## config.mk

```make
export PLATFORM = sky130hd
export DESIGN_NAME = fetch_buffer
export DESIGN_NICKNAME = d
export VERILOG_FILES = /design/src/rtl/power_pkg.sv /design/src/rtl/fetch_buffer.sv
export SDC_FILE = /design/constraint.sdc
export NUM_CORES = 1
export LEC_CHECK = 0
export CAP_MARGIN = 40
export CORE_MARGIN = 5
export CORE_UTILIZATION = 53
export CTS_CLUSTER_SIZE = 25
export DETAILED_ROUTE_END_ITERATION = 8
export PLACE_DENSITY = 0.84
export SLEW_MARGIN = 40
export SYNTH_ARGS = -nofsm -noshare
export SYNTH_HDL_FRONTEND = slang
export SYNTH_SLANG_ARGS = --single-unit
```

## constraint.sdc

```tcl
create_clock -name i_clk -period 4.75 [get_ports i_clk]
set_input_delay 0.95 -clock i_clk [delete_from_list [all_inputs] [get_ports i_clk]]
set_output_delay 0.95 -clock i_clk [all_outputs]
set_load 0.01 [all_outputs]
```

## src/rtl/power_pkg.sv

```systemverilog
// Shared opcode constants and word types for the fetch path.
// Used by fetch_buffer and its handshake interface.
package power_pkg;

  localparam logic [0:5] OPCODE_PREFIX = 6'b000001;

  typedef logic [0:31] instr_word_t;
  typedef logic [0:63] instr_full_t;

  typedef enum logic [1:0] {
    FB_EMPTY,
    FB_PENDING,
    FB_READY
  } fb_state_e;

  function automatic logic is_prefix(instr_word_t w);
    return w[0:5] == OPCODE_PREFIX;
  endfunction

endpackage

```

## src/rtl/fetch_buffer.sv

```systemverilog
// Word FIFO that pairs prefix+suffix into one 64-bit instruction.
// Optional same-cycle bypass when FETCH_BUFFER_BYPASS_EN is defined.
module fetch_buffer
  import power_pkg::*;
#(
  parameter int DEPTH = 4
) (
  input  logic        i_clk,
  input  logic        i_rst,
  input  logic        i_flush,
  input  logic        i_word_valid,
  input  instr_word_t i_word,
  output logic        o_word_ready,
  output logic        o_instr_valid,
  output instr_full_t o_instr,
  output logic        o_prefixed,
  input  logic        i_instr_ready
);

  localparam int AW = $clog2(DEPTH);
  localparam int CW = AW + 1;
  localparam logic [CW-1:0] DEPTH_C = CW'(DEPTH);

  instr_word_t   mem_q [DEPTH];
  logic [AW-1:0] wr_ptr_q, wr_ptr_d;
  logic [AW-1:0] rd_ptr_q, rd_ptr_d;
  logic [CW-1:0] count_q, count_d;

  instr_word_t   head, nxt;
  logic          head_pfx;
  fb_state_e     state;
  logic          bypass;
  logic          push;
  logic [1:0]    npop;
  logic [1:0]    pop_n;

  assign head     = mem_q[rd_ptr_q];
  assign nxt      = mem_q[rd_ptr_q + AW'(1)];
  assign head_pfx = is_prefix(head);

  assign o_word_ready = count_q < DEPTH_C;

`ifdef FETCH_BUFFER_BYPASS_EN
  assign bypass = (count_q == '0) && !i_flush &&
                  i_word_valid && !is_prefix(i_word) &&
                  i_instr_ready;
`else
  assign bypass = 1'b0;
`endif

  // Output state derived from occupancy and head opcode.
  always_comb begin
    state = FB_EMPTY;
    unique case (1'b1)
      (count_q == '0):
        state = FB_EMPTY;
      (head_pfx && count_q == CW'(1)):
        state = FB_PENDING;
      default:
        state = FB_READY;
    endcase
  end

  // Instruction presentation and words consumed on handshake.
  always_comb begin
    o_instr_valid = 1'b0;
    o_instr       = '0;
    o_prefixed    = 1'b0;
    npop          = 2'd0;
    unique case (state)
      FB_READY: begin
        o_instr_valid = 1'b1;
        if (head_pfx) begin
          o_instr    = {head, nxt};
          o_prefixed = 1'b1;
          npop       = 2'd2;
        end else begin
          o_instr = {head, 32'h0};
          npop    = 2'd1;
        end
      end
      default: ;
    endcase
    if (bypass) begin
      o_instr_valid = 1'b1;
      o_instr       = {i_word, 32'h0};
      o_prefixed    = 1'b0;
      npop          = 2'd0;
    end
  end

  assign push  = i_word_valid && o_word_ready &&
                 !bypass && !i_flush;
  assign pop_n = (o_instr_valid && i_instr_ready) ?
                 npop : 2'd0;

  // Pointer/count next state; flush wins.
  always_comb begin
    wr_ptr_d = wr_ptr_q + AW'(push);
    rd_ptr_d = rd_ptr_q + AW'(pop_n);
    count_d  = count_q + CW'(push) - CW'(pop_n);
    if (i_flush) begin
      wr_ptr_d = '0;
      rd_ptr_d = '0;
      count_d  = '0;
    end
  end

  // FIFO control registers.
  always_ff @(posedge i_clk or negedge i_rst) begin
    if (!i_rst) begin
      wr_ptr_q <= '0;
      rd_ptr_q <= '0;
      count_q  <= '0;
    end else begin
      wr_ptr_q <= wr_ptr_d;
      rd_ptr_q <= rd_ptr_d;
      count_q  <= count_d;
    end
  end

  // Word storage; contents are don't-care until counted.
  always_ff @(posedge i_clk) begin
    if (push) mem_q[wr_ptr_q] <= i_word;
  end

endmodule

```

==> metrics.md <==
| Metric | Value |
|---|---|
| Status | finished, final reports clean |
| # Max-Cap Violations | 0 |
| Die width | 119 um |
| WL final | 12,900 um |
| Synth cell types | 26 |
| Layout area overhead | 27.9% |
| WP data arrival | 3.29 ns |
| Detailed placement HPWL | 8570 um |
| Row count | 39 |
| Die Span Y | 119 um |
| Fin cells | approximately 600 |
| Multi-input gate area | between 2000 and 2500 um2 |
| Crit Path Class | flop to primary output |
| F_max | 236 MHz |
| Static Leak | 2.55 nW |
| Fin. Hold Viols | 0 |
| RSZ-0062 raised after global routing | false |
| Final ANT Viol Nets | 0 |
| Tcrit/Tclk final | 89.2% |
| Layout cells sized above 1 | around 24% |
| Final Power | 3.89 mW |
| GRT Overall Usage | 19.0% |
| Inst Count DP | 562 |
| Power share of the clock group | 28.7% |
| Endpoint kind of the worst setup timing path | primary output |
| ANT cells | 0 |
| Setup tns final | 0 ns |
| Async S/R FF share, synth | 5.19% |
| Clk buf depth | 2 |
| Worst Path Max Fanout | 35 |
| Worst reg-to-reg path cell count | 12 |
| CTS resizes | 0 |
| Final Critical Period | 4.24 ns |
| GR Overflow Total | 0 |
| Count of hold-fix buffers inserted at cts | 0 |
| Mapped cell area | 6260 um2 |
| Worst slew pin tran | 0.710 ns |
| # DRC | 0 |
| Nets | 479 |
| CORE AREA | 11,500 um2 |
| Post-CTS Setup Bufs | 0 |
| Stages on the worst setup path | 7 |
| Syn. warnings | 0 |
| Input/output buffers | 103 |
| CTS Buf Count | 17 |
| Fin. max-slew vios | 0 |
| Avg Synthesized Cell Area | 19.3 um2 |
| Int Power | 2.83 mW |
| H-tree levels | 4 |
| Filler Cell Count | about 750 |
| Final setup vio count | 0 |
| Flop pwr share | a little under two fifths |
| Clock transition at path regs | 0.06 ns |
| Full die area | 14,100 um2 |
| Sequential share of the synthesized area | 64.2% |
| Starting Density | 54.3% |
| Top FF cell, synth | edfxtp_1 |
| Clk_lat worst skew | 0.40 ns |
| Total power per unit cell area | 486 nW/um2 |
| GP Congestion | ~0.80 |
| Worst-path cell chain | mux4_2 -> nor4b_4 -> nand2_1 -> a211oi_4 -> buf_4 -> nor2b_1 -> clkdlybuf4s50_1 |
| Top Ports | around 100 |
| CTS sink cnt | 135 |
| CTS tree | done |
| Crit path largest cell delay | around 0.79 ns |
| Family with the most delay on the worst path | buffers and inverters |
| Flops & latches, synth | 135 |
| Reg-to-reg endpoint | count_q[2] |
| Hold Crit Class | flop to flop |
| Initial antenna violation count | 0 |
| Routed len/inst | about 22 um |
| Slew HR | 52.5% |
| Sequential standard cell area | 4030 um2 |
| Syn_nets | 366 |
| Post-DP Area | 7490 um2 |
| Root Buffer | clkbuf_16 |
| Final clock skew | 0.00881 ns |
| Combinational share of power | between 30 and 40% |
| Number of DRC violations after detailed-routing iteration 0 | 179 |
| Final Util | 69.5% |
| Sw power | about 1.1 mW |
| Routed via count | 3,488 |
| Largest net degree at the start of global routing | 36 |
| Buffers and inverters on the worst path | 2 |
| Reg2reg setup slack | 1.29 ns |
| Worst path slowest cell | dfrtp_4 |
| Max VDD drop | 0.239 mV |
| Final instance area | 8000 um2 |
| 1st-pass router iterations | 4 |
| CP Data Required Time | 3.80 ns |
| Vias per cell | 5.87 |
| Synth Instances | 325 |
| Switch share | between 20% and 30% |
| First-pass GRT wire length | 20,700 um |
| CP endpoint | o_instr[40] |
| Vias in the first global route | between 3k and 4k |
| Worst setup path start | rd_ptr_q[1] |
| Number of flops mapped to enable cells by yosys | 128 |
| Critical R2R Launch | rd_ptr_q[1] |
| CP startpoint kind | flop |
-- worst min-delay path: cells and delay by family, from the launching register on --
kind	cells	cell delay, ns
and+or+nand+nor	1	0.07
xor gates and xnor gates	1	0.10
DFF	1	0.47
-- layer usage --
metal	part of all wire, %	up-vias	wire [um]	GRT usage, %
met5	0	-	0	0
met1	40	1821	5090	24.6
li1	-	1532	-	-
met4	0.69	0	89	5.94
met3	6.8	8	877	4.82
met2	53	127	6830	32.1
-- state kept, by name, summed over array words and instances (netlist names) --
signal,flops
wr_ptr_q,2
count_q,3
mem_q,128
rd_ptr_q,2
-- placed cells by master, fill, tap and decap left out --
cell,Yosys,final
edfxtp_1,128,128
clkdlybuf4s50_1,0,103
mux4_2,64,64
nor2b_1,62,62
clkbuf_16,0,17
buf_4,2,11
clkbuf_1,9,8
inv_1,7,7
nor2_1,8,7
and2_1,5,5
dfrtp_1,7,5
nand2_1,4,4
xnor2_1,4,4
clkinv_2,0,4
ha_1,3,3
nor3b_2,0,2
clkbuf_8,0,2
dfrtp_4,0,2
nor4b_4,1,1
a211oi_4,1,1
or3_1,1,1
a21oi_1,1,1
o211ai_1,1,1
and3_4,0,1
nor2_4,0,1
xor2_1,1,1
o2bb2a_2,1,1
mux2_2,1,1
and3b_4,0,1
fa_1,1,1
clkinvlp_4,0,1
-- final cells by class --
type | instances | share of cell area, %
clock buffers | 27 | 6.03
clock inverters | 5 | 0.344
inverters | 7 | 0.328
multi-input cells | 163 | 26.8
flip-flops and latches | 135 | 50.3
well taps | 143 | 2.24
repair buffers | 114 | 13.9
-- kinds of logic (layout without fill, tap and decap cells) --
group / Yosys count / in the layout / share of synthesized area [%]
XOR/XNOR: 5 / 5 / 0.700
flip-flops: 135 / 135 / 64.2
AND/OR/NAND/NOR: 85 / 85 / 8.38
AO/OA/AOI/OAI: 4 / 4 / 0.700
adder cells (fa/ha/maj): 4 / 4 / 0.920
multiplexers: 65 / 65 / 23.2
buffers and inverters: 27 / 153 / 1.86
-- worst min path at each step --
stage	start	endpoint	slack, ns	depth (start not counted)
6_report	wr_ptr_q[1]	wr_ptr_q[1]	0.68	2
5_1_grt	wr_ptr_q[1]	wr_ptr_q[1]	0.76	2
4_1_cts	wr_ptr_q[1]	wr_ptr_q[1]	0.69	2
3_5_place_dp	wr_ptr_q[1]	wr_ptr_q[1]	0.68	2
3_3_place_gp	wr_ptr_q[1]	wr_ptr_q[1]	0.64	2
2_1_floorplan	wr_ptr_q[1]	wr_ptr_q[1]	0.55	2
-- through the flow --
stage	worst slack (ns)	hold WS, ns
after detailed placement	0.904	0.678
after CTS	0.459	0.686
after global placement	1.01	0.639
after floorplan	0.189	0.549
final	0.514	0.683
after global routing	0.332	0.756
-- synthesized netlist by cell type, drive strengths merged (2+ instances only) --
cell	count	area (um2)
edfxtp	128	3840
mux4	64	1440
nor2b	62	388
buf	11	56.3
clkbuf	9	33.8
nor2	8	30.0
dfrtp	7	175
inv	7	26.3
and2	5	31.3
nand2	4	15.0
xnor2	4	35.0
ha	3	37.5
nor3b	2	15.0
-- power by group through the flow --
stage               Sequential (mW)  Clock [mW]  Combinational, mW
floorplan                      1.42           0              0.843
detailed placement             1.49           0               1.32
global route                   1.48        1.20               1.40
CTS                            1.47        1.14               1.33
global placement               1.48           0               1.29
finish                         1.46        1.12               1.31
(Power assumes the default switching activity.)
